**src/rtl/regfile_write_arbiter_pkg.sv**
```systemverilog
// Shared widths, FSM encoding and request type for the register-file write arbiter.
// Register 0 is hardwired and is never a legal write target.
package regfile_write_arbiter_pkg;

  localparam int REG_ADDR_W = 5;
  localparam int DATA_W     = 32;
  localparam int NUM_REGS   = 32;
  localparam int AUX_DEPTH  = 2;
  localparam int AUX_CNT_W  = $clog2(AUX_DEPTH + 1);

  localparam logic [REG_ADDR_W-1:0] FIRST_CLR_REG = REG_ADDR_W'(1);
  localparam logic [REG_ADDR_W-1:0] LAST_REG      = REG_ADDR_W'(NUM_REGS - 1);

  typedef enum logic [0:0] {
    ST_CLEAR = 1'b0,
    ST_RUN   = 1'b1
  } state_e;

  typedef struct packed {
    logic [REG_ADDR_W-1:0] reg_addr;
    logic [DATA_W-1:0]     dat;
  } wr_req_t;

  function automatic logic is_writable(input logic [REG_ADDR_W-1:0] addr);
    return addr != '0;
  endfunction

endpackage

```
**src/rtl/regwr_fifo.sv**
```systemverilog
// Small generic FIFO: 0-cycle head visibility of registered entries, push ignored when full,
// pop ignored when empty; a push is never visible at the head in the same cycle.
module regwr_fifo #(
  parameter int W     = 37,
  parameter int DEPTH = 2
) (
  input  logic                       core_clk,
  input  logic                       arst_n,
  input  logic                       push,
  input  logic [W-1:0]               push_dat,
  input  logic                       pop,
  output logic [$clog2(DEPTH+1)-1:0] count,
  output logic [W-1:0]               head
);

  localparam int PTR_W = (DEPTH > 1) ? $clog2(DEPTH) : 1;
  localparam int CNT_W = $clog2(DEPTH + 1);

  logic [W-1:0]     mem_q [DEPTH];
  logic [W-1:0]     mem_d [DEPTH];
  logic [PTR_W-1:0] wr_ptr_q, wr_ptr_d;
  logic [PTR_W-1:0] rd_ptr_q, rd_ptr_d;
  logic [CNT_W-1:0] count_q, count_d;
  logic             do_push, do_pop;

  function automatic logic [PTR_W-1:0] ptr_inc(input logic [PTR_W-1:0] p);
    return (p == PTR_W'(DEPTH - 1)) ? '0 : p + PTR_W'(1);
  endfunction

  assign do_push = push && (count_q != CNT_W'(DEPTH));
  assign do_pop  = pop && (count_q != '0);

  always_comb begin
    mem_d    = mem_q;
    wr_ptr_d = wr_ptr_q;
    rd_ptr_d = rd_ptr_q;
    count_d  = count_q;
    if (do_push) begin
      mem_d[wr_ptr_q] = push_dat;
      wr_ptr_d        = ptr_inc(wr_ptr_q);
    end
    if (do_pop) begin
      rd_ptr_d = ptr_inc(rd_ptr_q);
    end
    case ({do_push, do_pop})
      2'b10:   count_d = count_q + CNT_W'(1);
      2'b01:   count_d = count_q - CNT_W'(1);
      default: count_d = count_q;
    endcase
  end

  always_ff @(posedge core_clk or negedge arst_n) begin
    if (!arst_n) begin
      for (int i = 0; i < DEPTH; i++) begin
        mem_q[i] <= '0;
      end
      wr_ptr_q <= '0;
      rd_ptr_q <= '0;
      count_q  <= '0;
    end else begin
      mem_q    <= mem_d;
      wr_ptr_q <= wr_ptr_d;
      rd_ptr_q <= rd_ptr_d;
      count_q  <= count_d;
    end
  end

  assign count = count_q;
  assign head  = mem_q[rd_ptr_q];

endmodule

```
**src/rtl/regfile_write_arbiter.sv**
```systemverilog
// Register-file write port arbiter: zeroes regs 1..31 after reset, then grants WB over a 2-deep aux FIFO.
// Outputs registered (1 edge for WB, >=2 edges for aux); aux backpressured via auxReady from registered count.
module regfile_write_arbiter
  import regfile_write_arbiter_pkg::*;
(
  input  logic                  clock_in,
  input  logic                  reset,
  input  logic                  wbValid,
  input  logic [REG_ADDR_W-1:0] wbReg,
  input  logic [DATA_W-1:0]     wbData,
  input  logic                  auxValid,
  output logic                  auxReady,
  input  logic [REG_ADDR_W-1:0] auxReg,
  input  logic [DATA_W-1:0]     auxData,
  output logic                  regWrite,
  output logic [REG_ADDR_W-1:0] writeReg,
  output logic [DATA_W-1:0]     writeData,
  output logic                  busy
);

  state_e                state_q, state_d;
  logic [REG_ADDR_W-1:0] clr_cnt_q, clr_cnt_d;
  logic                  reg_write_q, reg_write_d;
  logic [REG_ADDR_W-1:0] write_reg_q, write_reg_d;
  logic [DATA_W-1:0]     write_data_q, write_data_d;

  wr_req_t               aux_req;
  wr_req_t               fifo_head;
  logic [AUX_CNT_W-1:0]  fifo_count;
  logic                  fifo_push, fifo_pop;
  logic                  aux_ready;
  logic                  wb_sel;

  assign aux_req   = {auxReg, auxData};
  // Readiness uses the registered count only, so a full FIFO never accepts even if it pops this cycle.
  assign aux_ready = (state_q == ST_RUN) && (fifo_count < AUX_CNT_W'(AUX_DEPTH));
  assign fifo_push = auxValid && aux_ready;
  assign wb_sel    = wbValid && is_writable(wbReg);

  regwr_fifo #(
    .W     ($bits(wr_req_t)),
    .DEPTH (AUX_DEPTH)
  ) u_fifo (
    .core_clk (clock_in),
    .arst_n   (reset),
    .push     (fifo_push),
    .push_dat (aux_req),
    .pop      (fifo_pop),
    .count    (fifo_count),
    .head     (fifo_head)
  );

  always_comb begin
    state_d      = state_q;
    clr_cnt_d    = clr_cnt_q;
    reg_write_d  = 1'b0;
    write_reg_d  = write_reg_q;
    write_data_d = write_data_q;
    fifo_pop     = 1'b0;
    case (state_q)
      ST_CLEAR: begin
        reg_write_d  = 1'b1;
        write_reg_d  = clr_cnt_q;
        write_data_d = '0;
        if (clr_cnt_q == LAST_REG) begin
          state_d   = ST_RUN;
          clr_cnt_d = FIRST_CLR_REG;
        end else begin
          clr_cnt_d = clr_cnt_q + REG_ADDR_W'(1);
        end
      end
      ST_RUN: begin
        if (wb_sel) begin
          reg_write_d  = 1'b1;
          write_reg_d  = wbReg;
          write_data_d = wbData;
        end else if (fifo_count != '0) begin
          // A queued write to r0 is consumed silently so it cannot stall the queue.
          fifo_pop = 1'b1;
          if (is_writable(fifo_head.reg_addr)) begin
            reg_write_d  = 1'b1;
            write_reg_d  = fifo_head.reg_addr;
            write_data_d = fifo_head.dat;
          end
        end
      end
    endcase
  end

  always_ff @(posedge clock_in or negedge reset) begin
    if (!reset) begin
      state_q      <= ST_CLEAR;
      clr_cnt_q    <= FIRST_CLR_REG;
      reg_write_q  <= 1'b0;
      write_reg_q  <= '0;
      write_data_q <= '0;
    end else begin
      state_q      <= state_d;
      clr_cnt_q    <= clr_cnt_d;
      reg_write_q  <= reg_write_d;
      write_reg_q  <= write_reg_d;
      write_data_q <= write_data_d;
    end
  end

  assign auxReady  = aux_ready;
  assign regWrite  = reg_write_q;
  assign writeReg  = write_reg_q;
  assign writeData = write_data_q;
  assign busy      = (state_q == ST_CLEAR);

endmodule

```
**config.mk**
```make
export PLATFORM = sky130hd
export DESIGN_NAME = regfile_write_arbiter
export DESIGN_NICKNAME = d
export VERILOG_FILES = /design/src/rtl/regfile_write_arbiter_pkg.sv /design/src/rtl/regwr_fifo.sv /design/src/rtl/regfile_write_arbiter.sv
export SDC_FILE = /design/constraint.sdc
export NUM_CORES = 1
export LEC_CHECK = 0
export ABC_CLOCK_PERIOD_IN_PS = 2850
export CAP_MARGIN = 30
export CORE_UTILIZATION = 48
export CTS_CLUSTER_DIAMETER = 50
export DETAILED_ROUTE_END_ITERATION = 7
export HOLD_SLACK_MARGIN = 0.02
export PLACE_DENSITY = 0.75
export SLEW_MARGIN = 25
export SYNTH_ARGS = -nofsm -noshare
export SYNTH_HDL_FRONTEND = slang
export SYNTH_HIERARCHICAL = 1
export SYNTH_SLANG_ARGS = --single-unit
```
**constraint.sdc**
```tcl
create_clock -name clock_in -period 2.85 [get_ports clock_in]
set_input_delay 0.4275 -clock clock_in [delete_from_list [all_inputs] [get_ports clock_in]]
set_output_delay 0.4275 -clock clock_in [all_outputs]
set_load 0.02 [all_outputs]
```
Yosys cells after proc, flatten, opt, wreduce, memory -nomap -nowiden
Cells that the tools add are included.
Word-level totals
  logic and storage cells: 66
  input bits: 78
  output and inout port bits: 40
  bits in registers: 122
Cells by class
  add/sub/neg operators: 5
  multiplexer cells: 27
  bitwise operators: 3
  equal/unequal tests: 6
  reductions and logical operators: 11
  $lt $le $gt $ge: 4
Operator list (number)
  $mux 37: 4
  $mux 32: 3
  $bwmux 74: 1
  $pmux 32 s2: 1
  $demux 37 s1: 1
  $mux 5: 4
  $mux 1: 10
  $pmux 5 s2: 1
  $reduce_bool 5->1: 2
  $logic_and 1x1->1: 6
  $ne 3x1->1 const B: 2
  $add 5x1->5 const B: 1
  $eq 5x5->1 const B: 1
  $ge 2x2->1 const B: 2
  $not 1->2: 2
  $pmux 2 s2: 1
  $reduce_bool 2->1: 2
  $add 1x1->1 const B: 2
  $add 2x1->2 const B: 1
  $eq 2x1->1 const B: 1
  $eq 2x2->1 const B: 1
  $lt 2x1->1 const B: 1
  $lt 2x2->1 const B: 1
  $ne 2x2->1 const B: 1
  other kinds (4): 4

Logic depth before layout (Yosys ltp)
  depth in word-level cells: 9
  gate-level depth with buffers: 9
  mapped depth without buffers: 8

Modules after synthesis
Netlist, hierarchy kept.
By module, submodules not included
  regwr_fifo: area each 3702.3 um^2, cells an instance 213, instances 1, seq. area each 1951.9 um^2
  regfile_write_arbiter: area each 2307.2 um^2, cells an instance 211, instances 1, seq. area each 1102.3 um^2

Worst setup path before layout
OpenSTA, ideal clock, no wires.
  kind: register to register
  start: register u_fifo.rd_ptr_q
  end: register write_reg_q[0], in the netlist writeReg[0]
  path slack: 0.235 ns
  arrival: 2.490 ns
  data required time: 2.725 ns
  buffers on the path: 3
  clock period less this slack: 2.615 ns
  setup time: 0.125 ns
  cell stages (with the launch flop): 10
  cell sequence: dfrtp_1 -> buf_2 -> buf_2 -> mux2_2 -> or4_1 -> o22ai_2 -> and2_1 -> buf_4 -> inv_2 -> mux2_4
RTL lines
  start: declaration: RTL line regwr_fifo.sv:22  | logic [PTR_W-1:0] rd_ptr_q, rd_ptr_d;
  start signal: assignment: RTL line regwr_fifo.sv:63  | rd_ptr_q <= rd_ptr_d;
  end signal: assignment: RTL line regfile_write_arbiter.sv:101  | write_reg_q <= write_reg_d;
  end: declaration: RTL line regfile_write_arbiter.sv:24  | logic [REG_ADDR_W-1:0] write_reg_q, write_reg_d;

Final worst setup path
  start: register state_q
  end: output port busy
On the way
  cells in the longest elaborated chain, start to end: 1
RTL lines
  start: declaration: RTL line regfile_write_arbiter.sv:21  | state_e state_q, state_d;
  start signal: assignment: RTL line regfile_write_arbiter.sv:98  | state_q <= state_d;
  $not 1->1
  end: declaration: RTL line regfile_write_arbiter.sv:18  | output logic busy
Every way passes these cells.

==> impl_metrics.ini <==
[routing]
via_per_inst = 5.42
drt_wl_total_um = 13800
postRouteAntennaNets = 0
avgRoutedWirePerCell_um = 19.0
post-route-drc-count = 0
first_pass_iters = 4
via_count = 3943
detail_route.iter0.violations = 158

[timing]
min_period_over_period = 0.886
tightest_slew_margin_relative_to_the_limit = 0.500
maxClockFrequency_ghz = 0.396
report.final.setup_viol = 0
clock_skew_ps = 6.63
final_period_minus_worst_setup_slack_ps = 2530
grt_setup_unrepaired = no
finalSetupTns_ps = 0
hold_violations = 0
max_slew.worst_pin.slew_ps = 750
slew_violations = 0

[floorplanning]
num_io_pins = 118
placement_rows = 40
floorplan.die.height_um = 114
die_w_um = 114
fp.dieArea_mm2 = 0.0130
initial_core_utilization = 0.496
core-area_mm2 = 0.0121

[clock_network]
clock_tree.htree_level_count = 4
clock_path_buffers = 2
cts_root_buffer = clkbuf_16
cts.clk_slew.worst_paths_ps = 60
count_of_hold_fix_buffers_inserted_at_cts = 0
tritoncts.num_buffers = 17
tritoncts_num_sinks = 122
ctsResizeCount = 0
tritoncts = done
clk_lat_worst_skew_ps = 420
post_cts.repair.setup_buffers = 0

[yosys]
mean_post_synth_cell_area_um2 = 14.2
yosys_register_bits = 122
synthDistinctLibCells = 38
syn_std_cell_area_mm2 = 0.00601
synthesis.instances = 424
synthesis.nets = 505
ys_seq_area_frac = 0.508
synth.yosys.warnings = 6

[setup_path]
rr_endpoint = writeReg[2]
crit_path_max_fanout = 17
timing.critical_path.required_ps = 2420
critPathArrivalTime_ps = 2100
start_kind = flip-flop
critical_path_class = flip-flop to primary output
worstSetupEndpointType = primary output
worstPathCellList = inv_2 -> buf_4 -> clkdlybuf4s50_1
regToRegSetupSlack_ps = 440
reg2reg_from = u_fifo/rd_ptr_q
delay_contributed_by_the_slowest_stage_of_the_critical_path_ps = 640
rr_worst_depth = 6
crit_slowest_cell = clkdlybuf4s50_1

[flow_run]
max-cap-violations = 0

[power_and_ir_drop]
swShare = 0.315
fin_total_pwr_mw = 8.95
seq_power_share = 0.346
power_per_cell_area_mw_per_mm2 = 1140
pwr-share-comb = 0.418
cellLeakagePower_nw = 3.41
internal_power_mw = 6.13
clock_power_frac = 0.236
power.ir.vdd_worst_v = 0.000528
switchingPower_mw = 2.82

[global_routing]
grt_antenna_before_repair = 0
grt_util_all_layers = 0.231
grt_pass1_vias = 4390
grt_remaining_overflow = 0
grt_start_max_net_pins = 58
grt_first_pass_wirelength_um = 22600

[worst_hold_path]
worst_hold_path_type = primary input to asynchronous set/reset pin

[placed_design]
detailed_place_hpwl_um = 9190
placement.cell_area_mm2 = 0.00731
dp_cells = 697
port_buffers = 117
routability_driven_placement_congestion_ratio = 0.755

[layout]
layout-drive-gt1-share = 0.309
stdcell_count = 728
flow.area_growth_from_synthesis_pct = 31.3
finish.net_count = 629
antenna_cells_inserted = 0
final_design_area_no_fill_mm2 = 0.00789

[run_status]
status = finished, final reports clean
-- worst max-delay path: cells and delay by family (launching register included) --
kind | cells | cell delay (ps)
DFF | 1 | 540
buffers and inverters | 3 | 1130
-- synthesized netlist by cell type --
cell / number / area (um^2)
mux2_2: 51 / 574
a22oi_1: 2 / 15.0
o21ai_0: 1 / 5.00
clkbuf_1: 13 / 48.8
o41ai_1: 3 / 26.3
dfrtp_1: 121 / 3030
mux2_1: 2 / 22.5
ha_1: 3 / 37.5
or4_1: 1 / 7.51
o31ai_1: 34 / 255
xor2_1: 2 / 17.5
a21oi_1: 3 / 15.0
or3_4: 1 / 11.3
inv_2: 2 / 7.51
nand2_1: 3 / 11.3
o31ai_4: 1 / 21.3
and3_1: 1 / 6.26
nand2b_4: 1 / 13.8
o21a_1: 3 / 22.5
buf_2: 6 / 30.0
xnor2_1: 3 / 26.3
dfstp_2: 1 / 26.3
and2_1: 2 / 12.5
mux2i_1: 33 / 330
inv_1: 1 / 3.75
nor2_1: 10 / 37.5
o21ai_1: 2 / 10.0
nor3_1: 1 / 5.00
a221oi_1: 3 / 26.3
buf_12: 7 / 140
a211oi_4: 1 / 20.0
buf_6: 1 / 11.3
buf_4: 4 / 30.0
nand3_1: 35 / 175
and3b_1: 1 / 8.76
o22ai_2: 1 / 12.5
and3_4: 1 / 11.3
mux2_4: 63 / 946
-- cells in the final DEF, fill, tap and decap left out, types with 2 or more instances in the layout --
cell type and n:
a21oi_1 3, a221oi_1 3, a22oi_1 2, and2_1 2, buf_12 2, buf_4 18
bufinv_16 2, clkbuf_1 3, clkbuf_16 17, clkbuf_8 4, clkdlybuf4s50_1 116, clkinv_2 3
clkinvlp_4 2, dfrtp_1 120, ha_1 3, inv_2 2, mux2_1 2, mux2_2 51
mux2_4 63, mux2i_1 33, nand2_1 3, nand3_1 35, nor2_1 10, o21a_1 3
o21ai_1 2, o31ai_1 34, o41ai_1 3, xnor2_1 3, xor2_1 2
-- logic make-up (layout without fill, tap and decap cells) --
kind of cell               Yosys count  after routing  synth area share
DFF                                122            122             0.508
muxes                              149            149             0.312
and+or+nand+nor                     57             57            0.0500
adders and majority gates            3              3           0.00625
AOI/OAI and AO/OA                   54             54            0.0714
buffers and inverters               34            170            0.0452
xor gates and xnor gates             5              5           0.00729
-- through the flow --
stage | util | setup WS [ps] | hold WS, ps
finish | 0.651 | 325 | 70.5
global route | 0.651 | 231 | 128
CTS | 0.651 | 303 | 96.3
detailed placement | 0.603 | 203 | 486
global placement | 0.603 | 284 | 477
floorplan | - | 235 | 132
-- sequential cells by signal (all words and copies together) (netlist names) --
signal,cells
u_fifo/mem_q,74
writeData,32
clr_cnt_q,5
writeReg,5
u_fifo/count,2
regWrite,1
state_q,1
u_fifo/rd_ptr_q,1
u_fifo/wr_ptr_q,1
-- how the worst max path moves through the flow --
stage                 endpoint       startpoint  cells after the start  slack [ps]
5_1_grt                   busy          state_q                      3         230
4_1_cts                   busy          state_q                      3         300
2_1_floorplan      writeReg[0]  u_fifo/rd_ptr_q                      9         240
3_5_place_dp   u_fifo/count[1]         wbReg[3]                      8         200
3_3_place_gp   u_fifo/count[1]         wbReg[3]                      9         280
6_report                  busy          state_q                      3         320
-- power groups by stage --
stage / sequential [mW] / clock, mW / combinational (mW)
after CTS: 3.10 / 2.14 / 3.79
after detailed placement: 3.11 / 0 / 3.76
final: 3.10 / 2.11 / 3.74
after global routing: 3.20 / 2.22 / 4.01
after global placement: 3.06 / 0 / 3.69
after floorplan: 3.28 / 0 / 2.38
-- cell type report --
type / count / area [um^2]
fillers: 926 / 4220
clock buffers: 24 / 492
clock inverters: 7 / 90.1
well taps: 168 / 210
flip-flops and latches: 122 / 3060
repair buffers: 136 / 1340
multi-input cells: 268 / 2690
inverters: 3 / 11.3
-- per-layer routing --
layer,part of all wire,vias to the layer above,track usage
li1,-,1811,-
met1,0.43,2020,0.276
met2,0.51,98,0.402
met3,0.043,14,0.0574
met4,0.016,0,0.0909
met5,0,-,0
Power figures use the tool's default switching activity.
